`config.mk`:
```
export PLATFORM = sky130hd
export DESIGN_NAME = alu_op_sequencer_flat
export DESIGN_NICKNAME = d
export VERILOG_FILES = /design/src/rtl/alu_op_sequencer_pkg.sv /design/src/rtl/alu_op_sequencer_if.sv /design/src/rtl/alu_op_sequencer_decode.sv /design/src/rtl/alu_op_sequencer.sv /design/src/flat_wrapper.sv
export SDC_FILE = /design/constraint.sdc
export NUM_CORES = 1
export LEC_CHECK = 0
export ABC_CLOCK_PERIOD_IN_PS = 2320
export CAP_MARGIN = 25
export CELL_PAD_IN_SITES_DETAIL_PLACEMENT = 1
export CELL_PAD_IN_SITES_GLOBAL_PLACEMENT = 2
export CORE_MARGIN = 3
export CORE_UTILIZATION = 24
export CTS_CLUSTER_DIAMETER = 120
export DETAILED_ROUTE_END_ITERATION = 10
export MAX_ROUTING_LAYER = met4
export PLACE_DENSITY_LB_ADDON = 0.1
export SYNTH_ARGS = -nofsm -noshare
export SYNTH_HDL_FRONTEND = slang
export SYNTH_SLANG_ARGS = --single-unit
```
`constraint.sdc`:
```
create_clock -name Clk -period 2.32 [get_ports Clk]
set_input_delay 0.58 -clock Clk [delete_from_list [all_inputs] [get_ports Clk]]
set_output_delay 0.58 -clock Clk [all_outputs]
set_load 0.1 [all_outputs]
```
`src/rtl/alu_op_sequencer_pkg.sv`:
```
// ---------------------------------------------------------------------------
// slc3_ctrl_pkg
// Shared definitions for the SLC3 operate-class ALU sequencer:
//   - sequencer state encoding
//   - operate-class opcodes (ADD, AND, NOT)
//   - ALUK function encodings
//   - nzp_of(): condition-code derivation from a 16-bit result
// ---------------------------------------------------------------------------
package slc3_ctrl_pkg;

    typedef enum logic [2:0] {
        HALTED,
        IDLE,
        DECODE,
        EXEC,
        WRITE,
        PAUSE
    } state_t;

    localparam logic [3:0] OP_ADD = 4'b0001;
    localparam logic [3:0] OP_AND = 4'b0101;
    localparam logic [3:0] OP_NOT = 4'b1001;

    localparam logic [1:0] ALUK_ADD  = 2'b11;
    localparam logic [1:0] ALUK_AND  = 2'b01;
    localparam logic [1:0] ALUK_NOT  = 2'b10;
    localparam logic [1:0] ALUK_PASS = 2'b00;

    // {N,Z,P}: exactly one bit set for any 16-bit value.
    function automatic logic [2:0] nzp_of(input logic [15:0] v);
        return {v[15], (v == '0), (!v[15] && (v != '0))};
    endfunction

endpackage

```
`src/rtl/alu_op_sequencer_if.sv`:
```
// ---------------------------------------------------------------------------
// alu_op_sequencer_if
// Instruction handshake plus ALU/register-file control bundle.
//   instr_valid, IR_in  : instruction source -> sequencer
//   instr_ready         : sequencer -> instruction source
//   ALU_out             : datapath -> sequencer (result for condition codes)
//   IR, ALUK, SR1MUX, SR2MUX, DRMUX, GateALU, LD_REG, LD_CC, NZP
//                       : sequencer -> datapath
// modport slave  : the sequencer side
// modport master : the instruction source / datapath side
// ---------------------------------------------------------------------------
interface alu_op_sequencer_if;

    logic        instr_valid;
    logic        instr_ready;
    logic [15:0] IR_in;
    logic [15:0] ALU_out;
    logic [15:0] IR;
    logic [1:0]  ALUK;
    logic        SR1MUX;
    logic        SR2MUX;
    logic        DRMUX;
    logic        GateALU;
    logic        LD_REG;
    logic        LD_CC;
    logic [2:0]  NZP;

    modport slave (
        input  instr_valid, IR_in, ALU_out,
        output instr_ready, IR, ALUK, SR1MUX, SR2MUX, DRMUX,
               GateALU, LD_REG, LD_CC, NZP
    );

    modport master (
        output instr_valid, IR_in, ALU_out,
        input  instr_ready, IR, ALUK, SR1MUX, SR2MUX, DRMUX,
               GateALU, LD_REG, LD_CC, NZP
    );

endinterface

```
`src/rtl/alu_op_sequencer_decode.sv`:
```
// ---------------------------------------------------------------------------
// alu_op_decode
// Combinational opcode decoder for operate-class instructions.
//   i_opcode [3:0] : instruction bits [15:12]
//   i_imm          : instruction bit [5] (immediate select for ADD/AND)
//   o_aluk   [1:0] : ALU function
//   o_sr2mux       : 1 = immediate second operand
//   o_legal        : opcode is ADD, AND or NOT
// ---------------------------------------------------------------------------
module alu_op_decode
    import slc3_ctrl_pkg::*;
(
    input  logic [3:0] i_opcode,
    input  logic       i_imm,
    output logic [1:0] o_aluk,
    output logic       o_sr2mux,
    output logic       o_legal
);

    always_comb begin
        o_aluk   = ALUK_PASS;
        o_sr2mux = 1'b0;
        o_legal  = 1'b0;
        case (i_opcode)
            OP_ADD: begin
                o_aluk   = ALUK_ADD;
                o_sr2mux = i_imm;
                o_legal  = 1'b1;
            end
            OP_AND: begin
                o_aluk   = ALUK_AND;
                o_sr2mux = i_imm;
                o_legal  = 1'b1;
            end
            OP_NOT: begin
                o_aluk   = ALUK_NOT;
                o_legal  = 1'b1;
            end
            default: ;
        endcase
    end

endmodule

```
`src/rtl/alu_op_sequencer.sv`:
```
// ---------------------------------------------------------------------------
// alu_op_sequencer
// Multicycle controller sequencing the SLC3 ALU for ADD/AND/NOT.
// Flow: HALTED -(Run)-> IDLE -(valid)-> DECODE -> EXEC -> WRITE -> IDLE,
// or WRITE -> PAUSE -(Continue)-> IDLE when STEP_MODE=1. Illegal opcodes
// return from DECODE to IDLE with a one-cycle illegal pulse.
//
// Parameters:
//   STEP_MODE : 1 = pause after every write-back, 0 = free-running
// Ports:
//   Clk       : clock, rising edge
//   Reset     : asynchronous, active-low reset
//   Run       : leave HALTED (sampled only in HALTED)
//   Continue  : leave PAUSE (sampled only in PAUSE)
//   bus       : handshake + datapath control bundle (slave side)
//   busy      : high in DECODE, EXEC, WRITE, PAUSE
//   illegal   : one-cycle pulse during DECODE of a non-operate opcode
//   op_count  : completed-op counter
// Build option:
//   ALU_OP_SEQUENCER_STATS_EN : when defined, op_count counts WRITE cycles
//   (saturating); otherwise op_count is tied to zero.
// ---------------------------------------------------------------------------
module alu_op_sequencer
    import slc3_ctrl_pkg::*;
#(
    parameter bit STEP_MODE = 1'b0
) (
    input  logic                  Clk,
    input  logic                  Reset,
    input  logic                  Run,
    input  logic                  Continue,
    alu_op_sequencer_if.slave     bus,
    output logic                  busy,
    output logic                  illegal,
    output logic [15:0]           op_count
);

    state_t      r_state;
    logic [15:0] r_ir;
    logic [1:0]  r_aluk;
    logic        r_sr1mux;
    logic        r_sr2mux;
    logic        r_drmux;
    logic        r_gate;
    logic        r_ld_reg;
    logic        r_ld_cc;
    logic [2:0]  r_nzp;
    logic        r_ready;
    logic        r_busy;
    logic        r_illegal;

    logic [1:0]  w_dec_aluk;
    logic        w_dec_sr2mux;
    logic        w_dec_legal;

    // The word is decoded as it is latched so that ALUK, SR2MUX and the
    // illegal pulse are already registered during the DECODE cycle.
    alu_op_decode u_decode (
        .i_opcode (bus.IR_in[15:12]),
        .i_imm    (bus.IR_in[5]),
        .o_aluk   (w_dec_aluk),
        .o_sr2mux (w_dec_sr2mux),
        .o_legal  (w_dec_legal)
    );

    always_ff @(posedge Clk or negedge Reset) begin
        if (!Reset) begin
            r_state   <= HALTED;
            r_ir      <= '0;
            r_aluk    <= '0;
            r_sr1mux  <= 1'b0;
            r_sr2mux  <= 1'b0;
            r_drmux   <= 1'b0;
            r_gate    <= 1'b0;
            r_ld_reg  <= 1'b0;
            r_ld_cc   <= 1'b0;
            r_nzp     <= '0;
            r_ready   <= 1'b0;
            r_busy    <= 1'b0;
            r_illegal <= 1'b0;
        end else begin
            r_illegal <= 1'b0;
            case (r_state)
                HALTED: begin
                    if (Run) begin
                        r_state <= IDLE;
                        r_ready <= 1'b1;
                    end
                end
                IDLE: begin
                    if (bus.instr_valid) begin
                        r_state   <= DECODE;
                        r_ready   <= 1'b0;
                        r_busy    <= 1'b1;
                        r_ir      <= bus.IR_in;
                        r_aluk    <= w_dec_aluk;
                        r_sr1mux  <= 1'b1;
                        r_sr2mux  <= w_dec_sr2mux;
                        r_drmux   <= 1'b0;
                        r_illegal <= !w_dec_legal;
                    end
                end
                DECODE: begin
                    if (r_illegal) begin
                        r_state <= IDLE;
                        r_ready <= 1'b1;
                        r_busy  <= 1'b0;
                    end else begin
                        r_state <= EXEC;
                        r_gate  <= 1'b1;
                    end
                end
                EXEC: begin
                    r_state  <= WRITE;
                    r_ld_reg <= 1'b1;
                    r_ld_cc  <= 1'b1;
                end
                WRITE: begin
                    r_nzp    <= nzp_of(bus.ALU_out);
                    r_gate   <= 1'b0;
                    r_ld_reg <= 1'b0;
                    r_ld_cc  <= 1'b0;
                    if (STEP_MODE) begin
                        r_state <= PAUSE;
                    end else begin
                        r_state <= IDLE;
                        r_ready <= 1'b1;
                        r_busy  <= 1'b0;
                    end
                end
                PAUSE: begin
                    if (Continue) begin
                        r_state <= IDLE;
                        r_ready <= 1'b1;
                        r_busy  <= 1'b0;
                    end
                end
                default: begin
                    r_state <= HALTED;
                    r_ready <= 1'b0;
                    r_busy  <= 1'b0;
                end
            endcase
        end
    end

`ifdef ALU_OP_SEQUENCER_STATS_EN
    logic [15:0] r_op_count;

    always_ff @(posedge Clk or negedge Reset) begin
        if (!Reset) begin
            r_op_count <= '0;
        end else if (r_state == WRITE && r_op_count != '1) begin
            r_op_count <= r_op_count + 16'd1;
        end
    end

    assign op_count = r_op_count;
`else
    assign op_count = '0;
`endif

    assign bus.instr_ready = r_ready;
    assign bus.IR          = r_ir;
    assign bus.ALUK        = r_aluk;
    assign bus.SR1MUX      = r_sr1mux;
    assign bus.SR2MUX      = r_sr2mux;
    assign bus.DRMUX       = r_drmux;
    assign bus.GateALU     = r_gate;
    assign bus.LD_REG      = r_ld_reg;
    assign bus.LD_CC       = r_ld_cc;
    assign bus.NZP         = r_nzp;
    assign busy            = r_busy;
    assign illegal         = r_illegal;

endmodule

```
`src/flat_wrapper.sv`:
```
// flat-port wrapper written by rule: the top's interface ports become plain ports
module alu_op_sequencer_flat import slc3_ctrl_pkg::*;
#(
    parameter bit STEP_MODE = 1'b0
)
  (Clk, Reset, Run, Continue, busy, illegal, op_count, bus_instr_valid, bus_IR_in, bus_ALU_out, bus_instr_ready, bus_IR, bus_ALUK, bus_SR1MUX, bus_SR2MUX, bus_DRMUX, bus_GateALU, bus_LD_REG, bus_LD_CC, bus_NZP);
  alu_op_sequencer_if bus_i ();
  input  logic Clk;
  input  logic Reset;
  input  logic Run;
  input  logic Continue;
  output logic busy;
  output logic illegal;
  output logic [15:0] op_count;
  input wire logic [$bits(bus_i.instr_valid)-1:0] bus_instr_valid;
  input wire logic [$bits(bus_i.IR_in)-1:0] bus_IR_in;
  input wire logic [$bits(bus_i.ALU_out)-1:0] bus_ALU_out;
  output wire logic [$bits(bus_i.instr_ready)-1:0] bus_instr_ready;
  output wire logic [$bits(bus_i.IR)-1:0] bus_IR;
  output wire logic [$bits(bus_i.ALUK)-1:0] bus_ALUK;
  output wire logic [$bits(bus_i.SR1MUX)-1:0] bus_SR1MUX;
  output wire logic [$bits(bus_i.SR2MUX)-1:0] bus_SR2MUX;
  output wire logic [$bits(bus_i.DRMUX)-1:0] bus_DRMUX;
  output wire logic [$bits(bus_i.GateALU)-1:0] bus_GateALU;
  output wire logic [$bits(bus_i.LD_REG)-1:0] bus_LD_REG;
  output wire logic [$bits(bus_i.LD_CC)-1:0] bus_LD_CC;
  output wire logic [$bits(bus_i.NZP)-1:0] bus_NZP;
  assign bus_i.instr_valid = bus_instr_valid;
  assign bus_i.IR_in = bus_IR_in;
  assign bus_i.ALU_out = bus_ALU_out;
  assign bus_instr_ready = bus_i.instr_ready;
  assign bus_IR = bus_i.IR;
  assign bus_ALUK = bus_i.ALUK;
  assign bus_SR1MUX = bus_i.SR1MUX;
  assign bus_SR2MUX = bus_i.SR2MUX;
  assign bus_DRMUX = bus_i.DRMUX;
  assign bus_GateALU = bus_i.GateALU;
  assign bus_LD_REG = bus_i.LD_REG;
  assign bus_LD_CC = bus_i.LD_CC;
  assign bus_NZP = bus_i.NZP;
  alu_op_sequencer #(.STEP_MODE(STEP_MODE)) u_core (.Clk(Clk), .Reset(Reset), .Run(Run), .Continue(Continue), .bus(bus_i), .busy(busy), .illegal(illegal), .op_count(op_count));
endmodule
```
-- Yosys cells after proc, flatten, opt, wreduce, memory -nomap -nowiden
Index checks and enable logic that the tools add are counted.
- eq/ne operators: 13
- mux-type cells: 22
- bitwise gates (word level): 2
- reduce and logical (&&, ||, !) cells: 16
- operators by type and width (kind ; number):
    case mux 3 bit (6 select lines) ; 1
    logical NOT 16 bit ; 1
    nonzero test 16 bit ; 1
    two-way mux 1 bit ; 12
    two-way mux 3 bit ; 3
    != test 2 bit, second input constant ; 4
    == test 3 x 2 -> 1 bit, second input constant ; 2
    == test 3 bit, second input constant ; 2
    case mux 1 bit (6 select lines) ; 1
    case mux 2 bit (3 select lines) ; 1
    AND reduction 5 bit ; 1
    == test 4 x 1 -> 1 bit, second input constant ; 1
    == test 4 x 3 -> 1 bit, second input constant ; 1
    == test 4 bit, second input constant ; 1
    case mux 1 bit (2 select lines) ; 2
    case mux 1 bit (4 select lines) ; 1
    AND reduction 2 bit ; 2
    AND reduction 4 bit ; 1
    nonzero test 2 bit ; 2
    OR reduction 2 bit ; 2
    == test 3 x 1 -> 1 bit, second input constant ; 1
    logical NOT 3 bit ; 1
    AND reduction 3 bit ; 1
    OR reduction 3 bit ; 1
    other kinds (5) ; 7
- flip-flop bits (word level): 31
- output and inout port bits: 46

-- Logic depth before layout (Yosys ltp)
Gate-level depths: netlist (run 1).
- depth in word-level cells: 6
- mapped depth: 6
- mapped depth without buffers: 3

-- Modules after synthesis
Synthesis (run 1) repeated with hierarchy kept, for this count alone.
- cells, all modules: 127
- area, all modules: 1514.0 um2
- modules (own cells, without submodules) (module ; instances ; cells each ; area each (um2) ; sequential area each (um2)):
    alu_op_sequencer ; 1 ; 122 ; 1475.2 ; 775.7
    alu_op_decode ; 1 ; 5 ; 38.8 ; 0.0

-- Worst setup path before layout (run 1)
OpenSTA, ideal clock, no wires.
- path kind: register to output
- start point: register u_core.r_ld_reg (netlist: u_core.bus.LD_REG)
- end point: output bus_LD_REG
- data arrival time: 1.351 ns
- required time: 1.740 ns
- slack: 0.389 ns
- cell stages (with the launch flop): 2
- path buffers: 1
- cell sequence: dfrtp_1 -> buf_4
- RTL lines (element ; RTL line ; text):
    from (decl) ; alu_op_sequencer.sv:45 ; logic r_ld_reg;
    from (signal assigned) ; alu_op_sequencer.sv:75 ; r_ld_reg <= 1'b0;
    from (signal assigned) ; alu_op_sequencer.sv:115 ; r_ld_reg <= 1'b1;
    from (signal assigned) ; alu_op_sequencer.sv:121 ; r_ld_reg <= 1'b0;
    to (decl) ; flat_wrapper.sv:25 ; output wire logic [$bits(bus_i.LD_REG)-1:0] bus_LD_REG;
No word-level cell between the ends.

-- Final worst setup path (run 1)
- start point: input bus_instr_valid
- end point: register u_core.r_ir[6] (netlist: u_core.bus.IR[6])
- longest elaborated chain between the ends: 1
- RTL lines (element ; RTL line ; text):
    from (decl) ; flat_wrapper.sv:15 ; input wire logic [$bits(bus_i.instr_valid)-1:0] bus_instr_valid;
    AND reduction 2 bit (no source line) ; -- ;
    to (signal assigned) ; alu_op_sequencer.sv:95 ; r_ir <= bus.IR_in;
    to (decl) ; alu_op_sequencer.sv:39 ; logic [15:0] r_ir;
Every way passes these cells.
A chain may end at the register's enable or synchronous reset.

==> out/qor.txt, run 1 <==
dpl hpwl: 2.96 mm
period utilization: 0.728
Seq/Total Area, Yosys: 0.509
Initial Util: 0.253
Place WS: 0.355 ns
CTS tree: built
Die ar.: 7340 um^2
Setup Fix Bufs, Post-CTS: 0
Total GRT Usage: 0.113
commonest non-fill, non-tap cell in the layout: clkdlybuf4s50_1
status: finished clean
vias in the first global route: 1252
Layout Cells excl Fill: 269
Final min period: 1.69 ns
Worst setup SP type: input pin
I/O pin count: 83
GRT Residual Overflow: 0
Critical Setup Path Class: in -> reg
CORE AREA: 6030 um^2
Area Growth Syn to Fin: 43.7%
Netlist cell types: 29
PortBufs: 65
Hold Path Origin: u_core.bus.SR1MUX
share of layout cells above drive strength 1: 0.294
Util after Layout: 0.363
Area contributors post-synth: dfrtp_1 51%, mux2_4 11%, buf_4 8.9%, mux2_2 3.7%, o21ai_0 2.6%
initial DRC count: 21
Setup crit end kind: flip-flop
cts bufs inserted: 5
reg-to-reg critical path startpoint: u_core.r_state[1]
antenna violations before repair: 0
CTS sink count: 31
r2r setup slk: 0.75 ns
Hold Fails Final Rpt: 0
mean area per synthesized cell: 12.0 um^2
Reg-to-Reg End: u_core.bus.IR[9]
hold_buf cts: 0
drt drc: 0
CTS Root Cell: clkbuf_8
CTS max path bufs: 2
Yosys warnings: 0
post-synthesis sequential element count: 31
largest net degree at the start of global routing: 32
hold path depth: 1
synthesized area: 1520 um^2
DIE HEIGHT: 85.7 um
CP arrival: 1.85 ns
Fin Setup TNS: 0 ns
Setup violations, final: 0
Yosys top cell area share: 0.509
CP Data Required Time: 2.48 ns
average via count per standard cell: 4.24
RePlAce Congestion: 0.699
Worst Path Max Fanout: 25
Mapped Cells: 127
layout net count: 230
routed wire length: 3.96 mm
Fin Clk Skew: 0.00806 ns
antenna diode count: 0
Resized cells post-CTS: 0
max-cap violations: 0
mean routed wirelength per cell: 14.7 um
Tightest Hold Check Type: reg -> reg
Antenna Nets Post-Route: 0
Hold Path Sink: u_core.bus.SR1MUX
clock latency at the later pin of the worst-skew pair: 0.28 ns
drt pass-1 iters: 4
commonest non-fill, non-tap cells in the layout: 36 x clkdlybuf4s50_1, 31 x dfrtp_1, 30 x buf_4
die width: 85.7 um
Max Clock Freq: 592 MHz
row count: 28
leading area contributor after synthesis: dfrtp_1
Max Slew Vio Count: 0
routed vias: 1140
fin worst setup slack: 0.631 ns
Inst Count DP: 261
CTS clk-pin slew, worst paths: 0.07 ns
Worst Reg-to-Reg Cells: 3
RSZ-0062 raised after global routing: no
H-tree Lvls: 2
first-pass GRT wire length: 6.27 mm
[cell type report]
cell class | count | area [um^2]
tap | 75 | 93.8
timing repair buffer | 67 | 606
fill | 668 | 3840
clock inverter | 1 | 7.51
clock buffer | 7 | 96.3
sequential | 31 | 776
multi-input combinational | 86 | 603
inverter | 2 | 7.51
[state kept, by name (all words and copies together), names as in the netlist]
name,count
u_core.bus.IR,16
u_core.bus.NZP,3
u_core.r_state,3
u_core.bus.ALUK,2
u_core.bus.GateALU,1
u_core.bus.LD_REG,1
u_core.bus.SR1MUX,1
u_core.bus.SR2MUX,1
u_core.bus.instr_ready,1
u_core.busy,1
u_core.illegal,1
[synthesized netlist by cell type, drive strengths merged]
cell type   n
o21ai       8
nor2b       4
nand4bb     1
mux2i       1
conb        1
clkbuf      1
a31oi       1
dfrtp      31
and2        1
o32ai       1
nand2       9
mux2       16
inv         2
nor2        5
a221oi      1
buf        23
nor4        4
a2111oi     1
a22o        1
o41ai       1
nand4       1
nand2b      4
or3b        1
a21oi       5
o31ai       3
[through the flow]
step	hold slack (ns)	cell area, um^2
global route	0.512	2190
global placement	0.460	2090
floorplan	0.284	1580
finish	0.480	2190
CTS	0.484	2190
detailed placement	0.463	2090
[worst max path at each step]
stage                      start                endpoint  slack [ns]
3_3_place_gp     bus_instr_valid       u_core.bus.IR[15]        0.36
4_1_cts          bus_instr_valid        u_core.bus.IR[6]        0.63
6_report         bus_instr_valid        u_core.bus.IR[6]        0.63
2_1_floorplan  u_core.bus.LD_REG              bus_LD_REG        0.39
5_1_grt          bus_instr_valid  u_core.bus.instr_ready        0.53
3_5_place_dp     bus_instr_valid        u_core.bus.IR[6]        0.35
[critical path, cell delays in order]
cell,delay (ns)
clkdlybuf4s50_1,0.55
nand4bb_1,0.19
buf_12,0.22
mux2_4,0.31
[cell families after synthesis]
| family | Yosys count | share of synthesized area |
|---|---|---|
| buffers and inverters | 26 | 0.135 |
| multiplexers | 17 | 0.152 |
| AO/OA/AOI/OAI | 22 | 0.0952 |
| flip-flops | 31 | 0.509 |
| other | 1 | 0.00246 |
| AND/OR/NAND/NOR | 30 | 0.107 |
[layer usage]
metal | vias up | share of wire | global-route usage
li1 | 534 | - | -
met3 | 4 | 0.055 | 0.0384
met1 | 562 | 0.38 | 0.116
met5 | - | 0 | -
met2 | 40 | 0.55 | 0.203
met4 | 0 | 0.013 | 0.0360
Power of run 1 is not shown: default switching activity piles up to over one toggle a cycle in this logic, so the estimate is an artifact.
==> run 2: changes to the inputs <==
- ABC_CLOCK_PERIOD_IN_PS: 2320 -> 1650
- CORE_UTILIZATION: 24 -> 23
- clock period: 2.32 -> 1.65 ns (I/O delays scaled with it)
==> run 2 against run 1 <==
Net effect:
- wire length grew 0.35%
- largest cell class is now buffers
- non-clock buffer count grew 4
- register-to-register slack lost 0.52 ns
- core utilization grew 4.0 points
- cell count grew 2.2%
- via count grew 1.3%
==> out/qor.txt, run 2 (same netlist as run 1, synthesis figures left out) <==
status: finished clean
Worst path max stage delay: 0.58 ns (+0.03 ns)
layout net count: 234 (+1.7%)
antenna diode count: 0 (unchanged)
H-tree Lvls: 2 (unchanged)
CTS tree: built
Tightest Hold Check Type: in -> async
Antenna Nets Post-Route: 0 (unchanged)
Fin Setup TNS: 0 ns (unchanged)
Worst Reg-to-Reg Cells: 3 (unchanged)
Worst Path Max Fanout: 21 (-16%)
Worst setup SP type: input pin
mean routed wirelength per cell: 14.5 um (-1.8%)
cts bufs inserted: 5 (unchanged)
Initial Util: 0.239 (-0.0143)
Area Growth Syn to Fin: 69.0%
Reg-to-Reg End: u_core.bus.IR[10]
I/O pin count: 83 (unchanged)
period utilization: 0.931
Setup violations, final: 0 (unchanged)
largest net degree at the start of global routing: 32 (unchanged)
Max Slew Vio Count: 0 (unchanged)
WL met2: 2.13 mm (-2.1%)
vias in the first global route: 1318 (+5.3%)
Max Clock Freq: 651 MHz
wire length on met1: 1.56 mm (+2.4%)
routed wire length: 3.98 mm (+0.35%)
CP Data Required Time: 1.81 ns (-0.67 ns)
CTS clk-pin slew, worst paths: 0.06 ns (about the same)
CTS sink count: 31 (unchanged)
CP Cell Sequence: clkdlybuf4s50_1, nand4bb_1, buf_12, mux2_4
drt pass-1 iters: 4 (unchanged)
Largest register FFs: 16 (unchanged)
initial DRC count: 67 (+220%)
Total GRT Usage: 0.113 (-0.000133)
Setup crit end kind: flip-flop
PortBufs: 65 (unchanged)
Resized cells post-CTS: 0 (unchanged)
drt drc: 0 (unchanged)
DIE HEIGHT: 87.4 um (+2.0%)
CORE AREA: 6390 um^2 (+6.0%)
clock latency at the later pin of the worst-skew pair: 0.28 ns (about the same)
Crit-path slowest cell: clkdlybuf4s50_1
CTS max path bufs: 2 (unchanged)
hold_buf cts: 0 (unchanged)
reg-to-reg critical path startpoint: u_core.r_state[1]
commonest non-fill, non-tap cells in the layout: 36 x clkdlybuf4s50_1, 31 x buf_12, 30 x dfrtp_1
dpl hpwl: 3.13 mm (+5.8%)
met3 WL: 264 um (+21%)
commonest non-fill, non-tap cell in the layout: clkdlybuf4s50_1
Setup Fix Bufs, Post-CTS: 0 (unchanged)
RePlAce Congestion: 0.705 (+0.87%)
die width: 87.4 um (+2.0%)
DR top layer: met4
routed vias: 1155 (+1.3%)
row count: 29 (+3.6%)
RSZ-0062 raised after global routing: no
GRT Residual Overflow: 0 (unchanged)
Critical Setup Path Class: in -> reg
r2r setup slk: 0.23 ns (-0.52 ns)
average via count per standard cell: 4.20 (-0.89%)
Final min period: 1.54 ns
Hold Fails Final Rpt: 0 (unchanged)
CP arrival: 1.70 ns (-0.15 ns)
Die ar.: 7640 um^2 (+4.0%)
share of layout cells above drive strength 1: 0.303 (+0.00922)
antenna violations before repair: 0 (unchanged)
first-pass GRT wire length: 6.38 mm (+1.6%)
max-cap violations: 0 (unchanged)
Fin Clk Skew: 0.00313 ns (-0.00493 ns)
CTS Root Cell: clkbuf_8
run 2: cell count changes in the layout (fill, tap and decap cells not counted), sizes merged:
cell / before / now
clkinv: 0 / 1
clkinvlp: 1 / 0
buf: 31 / 35
run 2: worst max path at each step:
stage,from,endpoint,slack (ns),cells past startpoint
global route,bus_instr_valid,u_core.bus.instr_ready,0.01,4
detailed placement,bus_instr_valid,u_core.bus.instr_ready,-0.20,4
finish,bus_instr_valid,u_core.bus.IR[0],0.11,4
floorplan,u_core.illegal,u_core.bus.instr_ready,0.06,3
CTS,bus_instr_valid,u_core.bus.instr_ready,0.1,4
global placement,bus_instr_valid,u_core.bus.IR[15],-0.13,4
run 2: area by class of cell:
| cell class | instances | area [um^2] |
|---|---|---|
| Fill cell | 676 | 3810 |
| Timing Repair Buffer | 71 | 1010 |
| Sequential cell | 31 | 777 |
| Multi-Input combinational cell | 86 | 603 |
| Tap cell | 77 | 96.3 |
| Clock buffer | 7 | 76.3 |
| Inverter | 2 | 7.51 |
| Clock inverter | 1 | 5.00 |
run 2: routing by layer:
| metal | track usage | vias up |
|---|---|---|
| met5 | - | - |
| met4 | 0.0335 | 0 |
| met3 | 0.0388 | 2 |
| met2 | 0.199 | 40 |
| met1 | 0.120 | 569 |
| li1 | - | 544 |
run 2: worst max-delay path, delay by kind of cell:
family                 cells  cell delay, ns
buffers and inverters      2            0.79
muxes                      1            0.30
and+or+nand+nor            1            0.19
run 2: per-stage QoR:
step	hold WS, ns	area, um^2	utilization	instances	setup WS [ns]
2_1_floorplan	0.117	1590	-	143	0.0584
3_3_place_gp	0.518	2490	0.391	267	-0.134
3_5_place_dp	0.536	2490	0.391	267	-0.203
4_1_cts	0.503	2580	0.403	275	0.0970
5_1_grt	0.520	2580	0.403	275	0.00970
6_report	0.503	2580	0.403	275	0.114
Power of run 2 is left out for the same reason.
==> run 3: changes to the inputs <==
- PLACE_DENSITY: unset -> 0.78
- PLACE_DENSITY_LB_ADDON: 0.1 -> unset
==> run 3 against run 2 <==
Net effect:
- worst hold slack improved by 0.0082 ns
- fmax increased by 3.2%
- worst setup slack improved by 0.048 ns
- first-iteration DRC count decreased by 63%
- core utilization increased by 0.37 points
- critical path type unchanged
- highest routed layer is now met3
==> out/qor.txt, run 3 (same netlist as run 1, synthesis figures left out) <==
status: finished clean
share of layout cells above drive strength 1: 0.313 (+0.0101)
routed vias: 1157 (+0.17%)
Max Clock Freq: 672 MHz (+3.2%)
antenna diode count: 0 (unchanged)
antenna violations before repair: 0 (unchanged)
DIE HEIGHT: 87.4 um (unchanged)
Resized cells post-CTS: 0 (unchanged)
RSZ-0062 raised after global routing: no
layout net count: 234 (unchanged)
Filler cells: 673 (-0.44%)
die width: 87.4 um (unchanged)
CP arrival: 1.64 ns (-0.06 ns)
mean routed wirelength per cell: 13.9 um (-4.2%)
Inst Count DP: 267 (unchanged)
commonest non-fill, non-tap cells in the layout: 36 x clkdlybuf4s50_1, 31 x buf_12, 30 x dfrtp_1
hold_buf cts: 0 (unchanged)
Max Slew Vio Count: 0 (unchanged)
Buffers & Inverters on Critical Path: 2 (unchanged)
Die ar.: 7640 um^2 (unchanged)
Worst Path Max Fanout: 19 (-9.5%)
largest net degree at the start of global routing: 32 (unchanged)
Final min period: 1.49 ns (-0.0483 ns)
clock latency at the later pin of the worst-skew pair: 0.27 ns (about the same)
Total GRT Usage: 0.103 (-0.0100)
Crit-path slowest cell: clkdlybuf4s50_1
CTS sink count: 31 (unchanged)
dpl hpwl: 2.94 mm (-6.2%)
Worst setup SP type: input pin
Place WS: -0.118 ns (+0.0844 ns)
CORE AREA: 6390 um^2 (unchanged)
fin worst setup slack: 0.162 ns (+0.0483 ns)
initial DRC count: 25 (-63%)
Setup violations, final: 0 (unchanged)
Largest register FFs: 16 (unchanged)
GRT Residual Overflow: 0 (unchanged)
routed wire length: 3.81 mm (-4.2%)
cts bufs inserted: 5 (unchanged)
CP Cell Sequence: clkdlybuf4s50_1, nand4bb_2, buf_12, mux2_4
PortBufs: 65 (unchanged)
I/O pin count: 83 (unchanged)
Hold Fails Final Rpt: 0 (unchanged)
Fin Clk Skew: 0.00298 ns (-0.000158 ns)
Layout Cells excl Fill: 275 (unchanged)
worst hold slack: 0.511 ns (+0.00816 ns)
drt drc: 0 (unchanged)
drt pass-1 iters: 4 (unchanged)
CP Data Required Time: 1.80 ns (about the same)
RePlAce Congestion: 0.755 (+7.1%)
Initial Util: 0.239 (unchanged)
commonest non-fill, non-tap cell in the layout: clkdlybuf4s50_1
Tightest Hold Check Type: in -> async
CTS tree: built
max-cap violations: 0 (unchanged)
Util after Layout: 0.407 (+0.00372)
CTS clk-pin slew, worst paths: 0.06 ns (about the same)
Critical Setup Path Class: in -> reg
CTS Root Cell: clkbuf_8
Worst path max stage delay: 0.54 ns (-0.04 ns)
CP top delay family: buffers and inverters
Setup Fix Bufs, Post-CTS: 0 (unchanged)
Area Growth Syn to Fin: 70.6%
CTS max path bufs: 2 (unchanged)
row count: 29 (unchanged)
first-pass GRT wire length: 6.02 mm (-5.6%)
period utilization: 0.902 (-0.0293)
vias in the first global route: 1234 (-6.4%)
Antenna Nets Post-Route: 0 (unchanged)
average via count per standard cell: 4.21 (+0.17%)
Setup crit end kind: flip-flop
H-tree Lvls: 2 (unchanged)
[run 3: changes by cell type in the layout (fill, tap and decap cells not counted)]
cell       previous run  this run
clkbuf_1              2         1
clkbuf_8              5         7
clkinv_2              1         0
nand4bb_1             1         0
nand4bb_2             0         1
[run 3: layout make-up]
type	count	area (um^2)	area share
Clock buffer	8	100	0.0385
Inverter	2	7.51	0.00289
Multi-Input combinational cell	86	608	0.234
Timing Repair Buffer	71	1010	0.389
Tap cell	77	96.3	0.0371
Sequential cell	31	777	0.299
[run 3: metal layers]
| metal | up-vias | routed length, um | global-route usage |
|---|---|---|---|
| met5 | - | 0 | - |
| met4 | 0 | 0 | 0.0209 |
| met3 | 0 | 365 | 0.0397 |
| met2 | 56 | 1870 | 0.167 |
| met1 | 558 | 1580 | 0.123 |
| li1 | 543 | - | - |
[run 3: worst register-to-register path: stages, from the launching register on]
cell and delay [ns]:
dfrtp_1 0.50, nand4bb_2 0.33, buf_12 0.21, mux2_4 0.30
[run 3: final timing paths]
| path | cells past startpoint | startpoint | slack (ns) | end |
|---|---|---|---|---|
| max | 4 | bus_instr_valid | 0.16 | u_core.bus.IR[14] |
| min | 2 | Reset | 0.51 | u_core.bus.NZP[2] |
| max reg2reg | 3 | u_core.r_state[2] | 0.19 | u_core.bus.IR[14] |
| min reg2reg | 1 | u_core.bus.SR1MUX | 0.54 | u_core.bus.SR1MUX |
| max in group asynchronous | 2 | Reset | 0.96 | u_core.bus.LD_REG |
| min in group Clk | 1 | u_core.bus.SR1MUX | 0.54 | u_core.bus.SR1MUX |
[run 3: through the flow]
| stage | area (um^2) | setup TNS, ns |
|---|---|---|
| after detailed placement | 2500 | -1.70 |
| final | 2600 | 0 |
| after global placement | 2500 | -1.99 |
| after global routing | 2600 | 0 |
| after CTS | 2600 | 0 |
| after floorplan | 1590 | 0 |
Power of run 3 is left out for the same reason.
